**src/rtl/util_pkg.sv**
```systemverilog
// Shared types and constants for the fetch front end.
package util_pkg;

    localparam int unsigned PC_BITS      = 32;
    localparam int unsigned INSTR_BITS   = 32;

    localparam int unsigned FQ_DEPTH     = 8;
    localparam int unsigned FQ_IN_LANES  = 2;
    localparam int unsigned FQ_OUT_LANES = 2;
    // Widest lane group the cut helper can scan.
    localparam int unsigned FQ_MAX_LANES = 32;

    typedef struct packed {
        logic [PC_BITS-1:0]    pc;
        logic [INSTR_BITS-1:0] data;
        logic                  taken_branch;
    } fetched_packet;

    typedef logic [$clog2(FQ_DEPTH)-1:0] fq_ptr_t;

    // Index of the first taken lane among the low 'lanes' bits; 'lanes' if none is taken.
    function automatic int unsigned fq_first_taken(input logic [FQ_MAX_LANES-1:0] taken,
                                                   input int unsigned lanes);
        int unsigned idx;
        logic        found;
        idx   = lanes;
        found = 1'b0;
        for (int unsigned i = 0; i < FQ_MAX_LANES; i++) begin
            if (!found && (i < lanes) && taken[i]) begin
                idx   = i;
                found = 1'b1;
            end
        end
        return idx;
    endfunction

endpackage

```
**src/rtl/fq_ring_ram.sv**
```systemverilog
// Flop-based ring storage: multi-lane write at base+k, multi-lane combinational read at base+k.
module fq_ring_ram
    import util_pkg::*;
#(
    parameter int unsigned DEPTH     = FQ_DEPTH,
    parameter int unsigned IN_LANES  = FQ_IN_LANES,
    parameter int unsigned OUT_LANES = FQ_OUT_LANES
) (
    input  logic                                clk,
    input  logic                                we,
    input  logic [$clog2(DEPTH)-1:0]            wr_base,
    input  logic [$clog2(IN_LANES+1)-1:0]       wr_count,
    input  fetched_packet [IN_LANES-1:0]        wr_data,
    input  logic [$clog2(DEPTH)-1:0]            rd_base,
    output fetched_packet [OUT_LANES-1:0]       rd_data
);

    localparam int unsigned PTR_W = $clog2(DEPTH);
    localparam int unsigned IN_W  = $clog2(IN_LANES + 1);

    fetched_packet mem [DEPTH];

    // Write lanes 0..wr_count-1 into consecutive slots, wrapping at DEPTH.
    always_ff @(posedge clk) begin
        if (we) begin
            for (int k = 0; k < int'(IN_LANES); k++) begin
                if (IN_W'(k) < wr_count) begin
                    mem[PTR_W'(wr_base + PTR_W'(k))] <= wr_data[k];
                end
            end
        end
    end

    // Lane k reads the slot k places after the read base.
    always_comb begin
        for (int k = 0; k < int'(OUT_LANES); k++) begin
            rd_data[k] = mem[PTR_W'(rd_base + PTR_W'(k))];
        end
    end

endmodule

```
**src/rtl/fetch_packet_queue.sv**
```systemverilog
// Multi-lane circular queue between fetch and decode with taken-branch group cut and flush.
module fetch_packet_queue
    import util_pkg::*;
#(
    parameter int unsigned IN_LANES     = FQ_IN_LANES,
    parameter int unsigned OUT_LANES    = FQ_OUT_LANES,
    parameter int unsigned DEPTH        = FQ_DEPTH,
    parameter bit          CUT_AT_TAKEN = 1'b1
) (
    input  logic                              clk,
    input  logic                              rst_n,
    input  logic                              flush_i,
    input  logic                              in_valid_i,
    input  logic [$clog2(IN_LANES+1)-1:0]     in_count_i,
    input  fetched_packet [IN_LANES-1:0]      in_packet_i,
    output logic                              in_ready_o,
    output logic [OUT_LANES-1:0]              out_valid_o,
    output fetched_packet [OUT_LANES-1:0]     out_packet_o,
    input  logic                              out_ready_i,
    output logic [$clog2(DEPTH+1)-1:0]        count_o,
    output logic                              empty_o,
    output logic                              full_o
);

    localparam int unsigned PTR_W = $clog2(DEPTH);
    localparam int unsigned IN_W  = $clog2(IN_LANES + 1);
    localparam int unsigned CNT_W = $clog2(DEPTH + 1);

    logic [PTR_W-1:0]        head_q, tail_q;
    logic [CNT_W-1:0]        count_q;
    logic [CNT_W-1:0]        n_avail, n_out, n_in_eff, n_out_eff;
    logic [FQ_MAX_LANES-1:0] taken_vec;
    int unsigned             cut_len;
    logic                    enq_fire, deq_fire;

    fq_ring_ram #(
        .DEPTH     (DEPTH),
        .IN_LANES  (IN_LANES),
        .OUT_LANES (OUT_LANES)
    ) u_ram (
        .clk      (clk),
        .we       (enq_fire),
        .wr_base  (tail_q),
        .wr_count (in_count_i),
        .wr_data  (in_packet_i),
        .rd_base  (head_q),
        .rd_data  (out_packet_o)
    );

    // Status flags come from registered count only; same-cycle pops earn no credit.
    assign in_ready_o = (count_q <= CNT_W'(DEPTH - IN_LANES));
    assign count_o    = count_q;
    assign empty_o    = (count_q == '0);
    assign full_o     = (count_q == CNT_W'(DEPTH));

    assign enq_fire  = in_valid_i & in_ready_o & (in_count_i != '0) & ~flush_i;
    assign deq_fire  = out_ready_i & (n_out != '0) & ~flush_i;
    assign n_in_eff  = enq_fire ? CNT_W'(in_count_i) : '0;
    assign n_out_eff = deq_fire ? n_out : '0;

    // Output group size: available entries, optionally ending after the first taken branch.
    always_comb begin
        taken_vec = '0;
        for (int k = 0; k < int'(OUT_LANES); k++) begin
            taken_vec[k] = out_packet_o[k].taken_branch;
        end
        n_avail = (count_q < CNT_W'(OUT_LANES)) ? count_q : CNT_W'(OUT_LANES);
        cut_len = fq_first_taken(taken_vec, OUT_LANES) + 32'd1;
        n_out   = n_avail;
        if (CUT_AT_TAKEN && (cut_len < 32'(n_avail))) begin
            n_out = CNT_W'(cut_len);
        end
        out_valid_o = '0;
        for (int k = 0; k < int'(OUT_LANES); k++) begin
            out_valid_o[k] = (CNT_W'(k) < n_out);
        end
    end

    // Pointer and occupancy update; flush wins over any same-cycle traffic.
    always_ff @(posedge clk or negedge rst_n) begin
        if (!rst_n) begin
            head_q  <= '0;
            tail_q  <= '0;
            count_q <= '0;
        end else if (flush_i) begin
            head_q  <= '0;
            tail_q  <= '0;
            count_q <= '0;
        end else begin
            tail_q  <= tail_q + PTR_W'(n_in_eff);
            head_q  <= head_q + PTR_W'(n_out_eff);
            count_q <= count_q + n_in_eff - n_out_eff;
        end
    end

    a_count_bound: assert property (@(posedge clk) disable iff (!rst_n)
        count_q <= CNT_W'(DEPTH));
    a_in_count_legal: assert property (@(posedge clk) disable iff (!rst_n)
        in_valid_i |-> (in_count_i <= IN_W'(IN_LANES)));
    a_no_enq_when_full: assert property (@(posedge clk) disable iff (!rst_n)
        enq_fire |-> in_ready_o);
    a_valid_thermo: assert property (@(posedge clk) disable iff (!rst_n)
        ((out_valid_o + 1'b1) & out_valid_o) == '0);

endmodule

```
**config.mk**
```make
export PLATFORM = sky130hd
export DESIGN_NAME = fetch_packet_queue
export DESIGN_NICKNAME = d
export VERILOG_FILES = /design/src/rtl/util_pkg.sv /design/src/rtl/fq_ring_ram.sv /design/src/rtl/fetch_packet_queue.sv
export SDC_FILE = /design/constraint.sdc
export NUM_CORES = 1
export LEC_CHECK = 0
export BUFFER_PORTS_ARGS = -buffer_cell sky130_fd_sc_hd__buf_2
export CAP_MARGIN = 25
export CORE_MARGIN = 8
export CORE_UTILIZATION = 30
export CTS_BUF_LIST = sky130_fd_sc_hd__clkbuf_8 sky130_fd_sc_hd__clkbuf_16
export DETAILED_ROUTE_END_ITERATION = 16
export GPL_ROUTABILITY_DRIVEN = 0
export GPL_TIMING_DRIVEN = 1
export PLACE_DENSITY = 0.6
export SETUP_SLACK_MARGIN = 0.02
export SYNTH_ARGS = -nofsm -noshare
export SYNTH_HDL_FRONTEND = slang
export SYNTH_SLANG_ARGS = --single-unit
```
**constraint.sdc**
```tcl
create_clock -name clk -period 6.6 [get_ports clk]
set_input_delay 0.66 -clock clk [delete_from_list [all_inputs] [get_ports clk]]
set_output_delay 0.66 -clock clk [all_outputs]
set_load 0.005 [all_outputs]
```
Word level (Yosys, flattened, before mapping)
Memory sizes are Yosys's and may differ from the RTL's.
Index checks and enable logic that the tools add are counted.
Operators by class
  add/sub/neg operators: 7
  $lt $le $gt $ge: 7
  eq/ne operators: 1
  multiplexer cells: 16
  bitwise operators: 6
  reduce and logical (&&, ||, !) cells: 5
Operators by type and width (number)
  $add 32x1->32 const B: 1
  $lt 32x4->1: 1
  $mux 4: 4
  $lt 1x4->1 const A: 2
  $mux 1: 7
  $add 3x1->3 const B: 2
  $mux 2: 3
  $mux 3: 2
  $and 1x1->1: 5
  $add 4x2->4: 1
  $eq 4x4->1 const B: 1
  $le 4x3->1 const B: 1
  $logic_not 4->1: 1
  $lt 1x2->1 const A: 2
  $lt 4x2->1 const B: 1
  $reduce_bool 4->1: 1
  $sub 4x4->4: 1
  $add 3x2->3: 1
  $add 3x3->3: 1
  $reduce_bool 2->1: 1
  $logic_and 1x1->1: 1
  $logic_not 1->1: 1
  $not 1->1: 1
Word-level totals
  register bits after elaboration: 10
  memory bits (writable): 520
  input port bits: 137
  logic and storage cells: 46
  memories: 1
Memories
  u_ram.mem: words 8, bits a word 65, read ports 2, clocked after Yosys merged registers in 0, wr ports 2, line fq_ring_ram.sv:21  | fetched_packet mem [DEPTH];

Depth between registers and ports, before layout
Gate-level depths: netlist of run 1.
An unclocked memory read counts as a cell.
  depth after elaboration: 14
  depth in mapped cells: 15
  mapped depth without buffers: 14

By module
From an unflattened synthesis of run 1, not the netlist that was laid out.
Unflattened totals
  cell total of the unflattened synthesis: 2126
  area, all modules: 31833.0 um2
Modules (own cells, without submodules)
  fq_ring_ram: instances 1, cells each 2046, area each 31022.3 um2
  fetch_packet_queue: instances 1, cells each 80, area each 810.8 um2

Least setup slack after synthesis of run 1
No wires, ideal clock.
  kind: input -> register
  from: in in_valid_i
  to: mem u_ram.mem[1][0] (netlist name), enable pin
  setup time: 578 ps
  arrival time: 5870 ps
  path slack: 152 ps
  stages on the path: 4
  path buffers: 0
  cells stage by stage: nor2b_1 > and2_1 > o211ai_1 > o21ai_0
RTL lines
  start, declared: line fetch_packet_queue.sv:13  | input logic in_valid_i,
  end, declared: line fq_ring_ram.sv:21

==> results of run 1 <==
[placed cells by master (no fill, tap or decap), types with 3 or more instances in the layout]
| master | netlist | routed |
|---|---|---|
| clkinv_1 | 0 | 13 |
| nor2b_1 | 6 | 6 |
| diode_2 | 0 | 12 |
| buf_12 | 0 | 11 |
| clkinv_2 | 0 | 10 |
| buf_2 | 81 | 275 |
| o21bai_4 | 0 | 5 |
| buf_4 | 10 | 26 |
| xor2_1 | 4 | 3 |
| bufinv_16 | 0 | 5 |
| dfrtp_4 | 0 | 3 |
| dfrtp_1 | 10 | 7 |
| fa_1 | 4 | 4 |
| clkinvlp_4 | 0 | 3 |
| nor2_1 | 10 | 8 |
| inv_1 | 12 | 22 |
| nand2b_1 | 5 | 5 |
| mux2_4 | 39 | 39 |
| inv_6 | 0 | 3 |
| mux4_2 | 260 | 260 |
| xnor2_1 | 4 | 4 |
| nand2_1 | 7 | 7 |
| ha_1 | 11 | 10 |
| clkbuf_16 | 0 | 69 |
| nor3_2 | 0 | 4 |
| mux2_2 | 610 | 610 |
| conb_1 | 2 | 3 |
| edfxtp_1 | 520 | 520 |
[per-layer routing]
layer | part of all wire | wire (um)
met5 | 0.00076 | 71
met4 | 0.030 | 2790
met3 | 0.051 | 4720
met2 | 0.52 | 48600
met1 | 0.39 | 36700
[worst register-to-register path: cells and delay by family, from the launching register on]
kind | cells | cell delay, ps
buffers and inverters | 1 | 70
adder cells (fa/ha/maj) | 3 | 1740
AO/OA/AOI/OAI | 3 | 460
multiplexers | 2 | 920
XOR/XNOR | 1 | 140
flip-flops | 1 | 750
AND/OR/NAND/NOR | 2 | 180
[final cells by class]
type                            instances  area share
Multi-Input combinational cell        997       0.396
Antenna cell                           12    0.000839
Clock inverter                         46     0.00986
Sequential cell                       530       0.444
Timing Repair Buffer                  315      0.0519
Clock buffer                           69      0.0483
Inverter                               12     0.00126
Tap cell                             1368      0.0479
[logic make-up (layout without fill, tap and decap cells)]
| logic type | count (synthesis) | in the layout | share of synthesized area |
|---|---|---|---|
| adder cells (fa/ha/maj) | 15 | 15 | 0.00712 |
| other | 2 | 15 | 0.000246 |
| AND/OR/NAND/NOR | 41 | 41 | 0.00757 |
| flip-flops | 530 | 530 | 0.519 |
| buffers and inverters | 143 | 442 | 0.0233 |
| multiplexers | 910 | 910 | 0.436 |
| AO/OA/AOI/OAI | 20 | 20 | 0.00499 |
| XOR/XNOR | 8 | 8 | 0.00229 |
[registers in the layout (all words and copies together) (netlist names)]
name	cells
head_q	3
u_ram.mem	520
tail_q	3
count_o	4
[metrics by stage]
step / hold slack (ps) / worst slack, ps / cell area [um^2] / utilization / std cells
floorplan: 364 / 152 / 30600 / - / 1670
global placement: 554 / 2010 / 33600 / 0.331 / 3217
detailed placement: 562 / 2160 / 33600 / 0.331 / 3217
CTS: 355 / 1510 / 35600 / 0.351 / 3333
global route: 379 / 1390 / 35800 / 0.352 / 3344
finish: 417 / 1670 / 35800 / 0.353 / 3349
[power by group through the flow]
stage               registers (mW)  logic [mW]  clock network [mW]
floorplan                     3.94        2.16                   0
global placement              4.01        3.18                   0
detailed placement            4.02        3.19                   0
CTS                           3.95        3.20                3.64
global route                  3.96        3.37                3.76
finish                        3.95        3.14                3.54
[final timing paths]
check	endpoint	slack [ps]	depth (start not counted)
worst min register to register	tail_q[2]$_DFF_PN0_	710	2
worst max-delay path	out_packet_o[93]	1670	5
min in group asynchronous	count_o[0]$_DFF_PN0_	490	2
worst min-delay path	head_q[1]$_DFF_PN0_	420	2
max in group asynchronous	head_q[2]$_DFF_PN0_	5850	2
worst max register to register	count_o[3]$_DFF_PN0_	2200	12
[repair_timing]
item                                    4_1_cts  5_1_grt
endpoints found under the setup margin        0        0
hold buffers                                  1        0
hold endpoints to repair                     10        0
==> metrics.cfg, run 1 <==
[min_path]
min_from = flush_i
hold_class = primary input to flop

[pwr]
comb_power_share = 0.296
seq_power_share = 0.371
power_leakage_nw = 11.5
powerDensity_nw_per_um2 = 297
switching_power_mw = 3.04
worst_ir_drop_vdd_mv = 0.190
p_int_mw = 7.59
switching_share = 0.286
power_mw = 10.6
p_clk_frac = 0.333

[routing]
wirelength_um = 92900
via_per_inst = 5.32
num_vias = 17800
drt-pass1-iter-count = 5
drt_iter0_markers = 1127
antenna_left = 0
routedWlPerCell_um = 27.7
drc_errors = 0

[die]
core_um2 = 101000
initial_utilization = 0.301
num_rows = 117
io-pin-count = 276
die_h_um = 335
die_w_um = 335
dieArea_um2 = 112000

[outcome]
status = completed

[sta]
rsz0062_at_grt = no
maxSlewHeadroom = 0.264
min_period_ps = 4930
max_freq_mhz = 203
hold_violations = 0
slew_viol_final = 0
fin_crit_sh = 0.747
fin_setup_tns_ps = 0
setup_violations = 0
fin_skew_ps = 15.5
worstMarginPinSlew_ps = 1100

[logic_synthesis]
synth_enable_flop_cells = 520
synth_top_cell_area_share = 0.511
syn_inst = 1669
yosysWarningCount = 0
syn-cell-area_um2 = 30600
synth_commonest_cells = 610 x mux2_2, 520 x edfxtp_1, 260 x mux4_2
yosys_most_used_dff = edfxtp_1
yosysMostFrequentCell = mux2_2
yosysUniqueCellTypes = 42
async_reset_ff_frac = 0.0189
ys_seq_area_frac = 0.519
synth_area_leaders = edfxtp_1 51%, mux2_2 22%, mux4_2 19%
avgSynthCellArea_um2 = 18.3
ys_ff_latch = 530
synth_top_area_cell = edfxtp_1

[critical_path]
required_ps = 5940
critical_path_class = flop to output port
worstPathArrival_ps = 4270
cpLargestDelayFamily = buffers and inverters
slowest_delay_ps = 900
worstSetupEndpointType = output port
critPathLaunch = head_q[1]$_DFF_PN0_
crit_buf_inv = 2
setup.worst_path.start_class = flop
r2r_start = head_q[1]$_DFF_PN0_
cp_slowest_cell = ha_4
crit_chain = ha_4 > buf_4 > mux4_2 > mux2_2 > buf_2
path_max_fanout = 42

[clock_tree]
postCtsSetupBuffers = 0
cts_htree_levels = 3
cts_resized = 0
clk_pin_slew_ps = 60
cts_tree = done
worstSkewPairLatency_ps = 610
clock-sinks = 530
clock_path_buffers = 3
numCtsBuffers = 66
cts_root_buf = clkbuf_16

[grt]
track_usage = 0.160
use_met1 = 0.191
grt_start_max_net_pins = 126
grt_pass1_wl_um = 133000
grt_pass1_vias = 19300
grt_overflow = 0
antenna_found_initial = 18
grt_util_met3 = 0.0261
gr-usage-met2 = 0.289
grt.busiest_layer = met2

[cells_and_area]
multi_input_area_um2 = 14200
area_growth_pct = 17.0
regArea_um2 = 15900
drive_gt1_frac = 0.681
n_fill_cell = 9556
layout.nets = 2074

[placement]
dp_hpwl_um = 52300
io_buffer_count = 275

[flow_run]
drv_cap = 0

(Power assumes the default switching activity.)
==> inputs of run 2 (changes only) <==
==> constraint.sdc (replaced) <==
create_clock -name clk -period 4.2 [get_ports clk]
set_input_delay 0.42 -clock clk [delete_from_list [all_inputs] [get_ports clk]]
set_output_delay 0.42 -clock clk [all_outputs]
set_load 0.005 [all_outputs]
==> run 2 against run 1 <==
  * Worst hold slack worse by 270 ps
  * Combinational power is 62% higher
  * Flip-flop and latch count did not move
  * Sequential share of layout area shrank 0.20 points
  * Register-to-register slack worse by 1900 ps
  * Critical endpoint is now out_packet_o[114]
  * Largest cell class unchanged
==> metrics.cfg, run 2 (synthesized netlist as in run 1, its figures left out) <==
[outcome]
status = completed

[sta]
fin_setup_tns_ps = 0
slew_viol_final = 0
maxSlewHeadroom = 0.292
hold_ws_ps = 151
setup_violations = 0
worstMarginPinSlew_ps = 1060
fin_skew_ps = 14.5
fin_crit_sh = 0.949
hold_violations = 0
rsz0062_at_grt = no
min_period_ps = 3980
max_freq_mhz = 251
timing.final.ws_setup_ps = 215

[pwr]
worst_ir_drop_vdd_mv = 0.403
p_int_mw = 12.0
switching_power_mw = 4.78
powerDensity_nw_per_um2 = 467
power_leakage_nw = 11.6
seq_power_share = 0.365
switching_share = 0.285
comb_power_share = 0.304
p_clk_frac = 0.331

[placement]
dp_hpwl_um = 53200
io_buffer_count = 275
place_ws_ps = 366
dp.cells = 3227

[routing]
num_vias = 17700
wirelength_um = 94000
via_per_inst = 5.27
antenna_left = 0
drt_iter0_markers = 1253
drc_errors = 0
drt-pass1-iter-count = 5
routedWlPerCell_um = 28.0

[grt]
grt.busiest_layer = met2
gr-usage-met2 = 0.285
grt_util_met3 = 0.0346
grt_overflow = 0
track_usage = 0.161
grt_pass1_wl_um = 132000
grt_start_max_net_pins = 137
grt_pass1_vias = 19400
use_met1 = 0.195
antenna_found_initial = 24

[cells_and_area]
final_cells = 3357
drive_gt1_frac = 0.681
n_fill_cell = 9466
regMostFlops = u_ram.mem
layout.nets = 2086
regArea_um2 = 15900
final_common_cell = mux2_2
mostFrequentLayoutCells = 610 x mux2_2, 520 x edfxtp_1, 275 x buf_2
multi_input_area_um2 = 14200
largest_reg_flops = 520
post-route-util = 0.354
area_growth_pct = 17.5

[clock_tree]
cts_tree = done
clock_path_buffers = 3
cts_htree_levels = 3
clock-sinks = 530
worstSkewPairLatency_ps = 610
cts_root_buf = clkbuf_16
clk_pin_slew_ps = 60
postCtsSetupBuffers = 0
numCtsBuffers = 70

[die]
initial_utilization = 0.301
die_w_um = 335
num_rows = 117
dieArea_um2 = 112000
core_um2 = 101000
die_h_um = 335
io-pin-count = 276

[critical_path]
required_ps = 3780
critical_path_class = flop to output port
worstPathArrival_ps = 3560
setup.worst_path.start_class = flop
path_max_fanout = 40
worstSetupEndpointType = output port

[flow_run]
drv_cap = 0

[min_path]
hold_class = primary input to flop

[run 2: cell count changes in the layout (fill, tap and decap cells not counted), moves of 2 or more]
cell	before	now
buf_12	11	15
buf_4	26	24
buf_6	0	5
bufinv_16	5	3
clkbuf_16	69	74
clkinv_1	13	9
clkinv_2	10	7
diode_2	12	14
inv_1	22	27
inv_6	3	1
[run 2: per-layer routing]
metal  vias up  part of all wire
met5         -           0.00073
met4        10             0.024
met3       164             0.059
met2       562              0.51
met1      9424              0.41
li1       7535                 -
[run 2: worst max-delay path, stage by stage, from the launching register on]
cell	delay (ps)
dfrtp_4	440
buf_4	520
xor2_4	220
buf_6	540
buf_4	590
mux2_2	460
buf_2	150
[run 2: area by class of cell]
cell class              instances  area share
repair buffers                323      0.0557
well taps                    1368      0.0476
inverters                      12     0.00125
clock buffers                  73      0.0508
flip-flops and latches        530       0.442
diodes                         14    0.000975
multi-input cells             997       0.394
clock inverters                40     0.00738
[run 2: power by group through the flow]
stage | combinational [mW] | clock, mW | sequential (mW)
floorplan | 3.40 | 0 | 6.19
global placement | 5.10 | 0 | 6.21
detailed placement | 5.14 | 0 | 6.22
CTS | 5.17 | 5.70 | 6.11
global route | 5.49 | 5.87 | 6.13
finish | 5.10 | 5.55 | 6.12
[run 2: metrics by stage]
step / total power, mW / instance area (um^2)
global placement: 11.3 / 33700
floorplan: 9.58 / 30600
global route: 17.5 / 35900
CTS: 17.0 / 35800
finish: 16.8 / 35900
detailed placement: 11.4 / 33700
[run 2: path summary, 6_finish.rpt]
path	start	end	slack [ps]	cells after the start
min	flush_i	head_q[2]$_DFF_PN0_	150	2
max reg2reg	head_q[0]$_DFF_PN0_	count_o[3]$_DFF_PN0_	350	13
max in group asynchronous	rst_n	head_q[1]$_DFF_PN0_	3730	2
min in group asynchronous	rst_n	head_q[0]$_DFF_PN0_	240	2
min reg2reg	tail_q[2]$_DFF_PN0_	tail_q[2]$_DFF_PN0_	700	2
max	head_q[2]$_DFF_PN0_	out_packet_o[114]	220	6
[run 2: what timing repair did]
action	4_1_cts	5_1_grt
pin swaps	0	0
setup endpoints to repair	74	18
endpoints found under the hold margin	10	0
gates resized for setup	5	1
hold buffers	1	0
cloned	0	1
==> inputs of run 3 (changes only) <==
--- a/config.mk
+++ b/config.mk
@@ -9,7 +9,6 @@
 export CAP_MARGIN = 25
 export CORE_MARGIN = 8
 export CORE_UTILIZATION = 30
-export CTS_BUF_LIST = sky130_fd_sc_hd__clkbuf_8 sky130_fd_sc_hd__clkbuf_16
 export DETAILED_ROUTE_END_ITERATION = 16
 export GPL_ROUTABILITY_DRIVEN = 0
 export GPL_TIMING_DRIVEN = 1
==> run 3 against run 2 <==
  * Largest power group unchanged
  * Global-route usage unchanged
  * Cell area about the same
  * Clock skew grew 1.0 ps
  * Critical path type unchanged
  * Highest routed layer unchanged
  * Largest cell class unchanged
==> metrics.cfg, run 3 (synthesized netlist as in run 1, its figures left out) <==
[critical_path]
critical_path_class = flop to output port
setup.worst_path.start_class = flop
rr_endpoint = count_o[3]$_DFF_PN0_
required_ps = 3780
worstPathArrival_ps = 3560
r2r_setup_slack_ps = 340
path_max_fanout = 40
reg2regPathDepth = 13
r2r_start = head_q[0]$_DFF_PN0_
worstSetupEndpointType = output port
cp-endpoint = out_packet_o[114]
critPathLaunch = head_q[2]$_DFF_PN0_

[routing]
antenna_left = 0
routedWlPerCell_um = 28.0
drt-pass1-iter-count = 7
drt_iter0_markers = 1389
num_vias = 17700
drc_errors = 0
wirelength_um = 94200
via_per_inst = 5.28

[min_path]
hold_class = primary input to flop

[sta]
maxSlewHeadroom = 0.301
rsz0062_at_grt = no
fin_crit_sh = 0.948
slew_viol_final = 0
max_freq_mhz = 251
hold_violations = 0
worstMarginPinSlew_ps = 1050
fin_skew_ps = 15.5
min_period_ps = 3980
fin_setup_tns_ps = 0
setup_violations = 0

[cells_and_area]
mostFrequentLayoutCells = 610 x mux2_2, 520 x edfxtp_1, 275 x buf_2
final_common_cell = mux2_2
drive_gt1_frac = 0.681
n_fill_cell = 9466
regArea_um2 = 15900
area_growth_pct = 17.5
final_cells = 3359
multi_input_area_um2 = 14200
layout.nets = 2086
largest_reg_flops = 520
regMostFlops = u_ram.mem

[grt]
grt_pass1_vias = 19400
grt_pass1_wl_um = 132000
track_usage = 0.161
grt_start_max_net_pins = 137
antenna_found_initial = 24
grt_overflow = 0

[die]
die_h_um = 335
num_rows = 117
dieArea_um2 = 112000
core_um2 = 101000
die_w_um = 335
io-pin-count = 276
initial_utilization = 0.301

[clock_tree]
worstSkewPairLatency_ps = 610
numCtsBuffers = 70
cts_htree_levels = 3
clock-sinks = 530
clk_pin_slew_ps = 60
cts_root_buf = clkbuf_16
clock_path_buffers = 3
cts_tree = done

[placement]
io_buffer_count = 275
dp_hpwl_um = 53200
dp.cells = 3227

[flow_run]
drv_cap = 0

[pwr]
worst_ir_drop_vdd_mv = 0.404
powerDensity_nw_per_um2 = 468
power_leakage_nw = 11.6

[outcome]
status = completed

## run 3: worst max-delay path: stages, from the launching register on
cell     delay (ps)
dfrtp_4         440
buf_4           520
xor2_4          220
buf_6           530
buf_4           590
mux2_2          460
buf_2           150
## run 3: final cells by class
type,instances,area share
multi-input combinational,997,0.394
antenna,16,0.00111
tap,1368,0.0476
clock inverter,25,0.00581
clock buffer,88,0.0524
timing repair buffer,323,0.0557
inverter,12,0.00125
sequential,530,0.442
## run 3: routing by layer
metal	wire length [um]	up-vias	GRT usage
met4	2180	10	0.0494
met1	38000	9479	0.195
met2	48200	540	0.285
met5	69	-	0
met3	5720	155	0.0346
li1	-	7540	-
## run 3: how the worst min path moves through the flow
| stage | startpoint | endpoint | slack [ps] | cells past startpoint |
|---|---|---|---|---|
| floorplan | rst_n | count_o[0]$_DFF_PN0_ | 120 | 0 |
| global placement | rst_n | count_o[3]$_DFF_PN0_ | 300 | 1 |
| CTS | flush_i | head_q[2]$_DFF_PN0_ | 100 | 2 |
| global route | flush_i | head_q[2]$_DFF_PN0_ | 130 | 2 |
| detailed placement | rst_n | count_o[3]$_DFF_PN0_ | 300 | 1 |
| finish | flush_i | head_q[2]$_DFF_PN0_ | 150 | 2 |
## run 3: metrics by stage
step | hold slack, ps | cell area (um^2) | power (mW) | worst slack (ps) | util
2_1_floorplan | 124 | 30600 | 9.58 | -569 | -
3_3_place_gp | 299 | 33700 | 11.3 | 274 | 0.332
3_5_place_dp | 304 | 33700 | 11.4 | 366 | 0.332
4_1_cts | 97.4 | 35800 | 17.0 | 46.4 | 0.353
5_1_grt | 127 | 35900 | 17.5 | 54.7 | 0.354
6_report | 150 | 35900 | 16.8 | 217 | 0.354
## run 3: where the power goes
part	internal [mW]	switching (mW)	leakage, nW
Clock	3.33	2.25	1.02
Combinational	2.68	2.42	5.71
Sequential	6.01	0.105	4.82
Total	12.0	4.78	11.6
## run 3: what timing repair did
item,4_1_cts,5_1_grt
buffers inserted,0,0
endpoints found under the setup margin,74,18
resized for setup,5,1
hold endpoints to repair,10,0
gates cloned,0,1
hold buffers,1,0
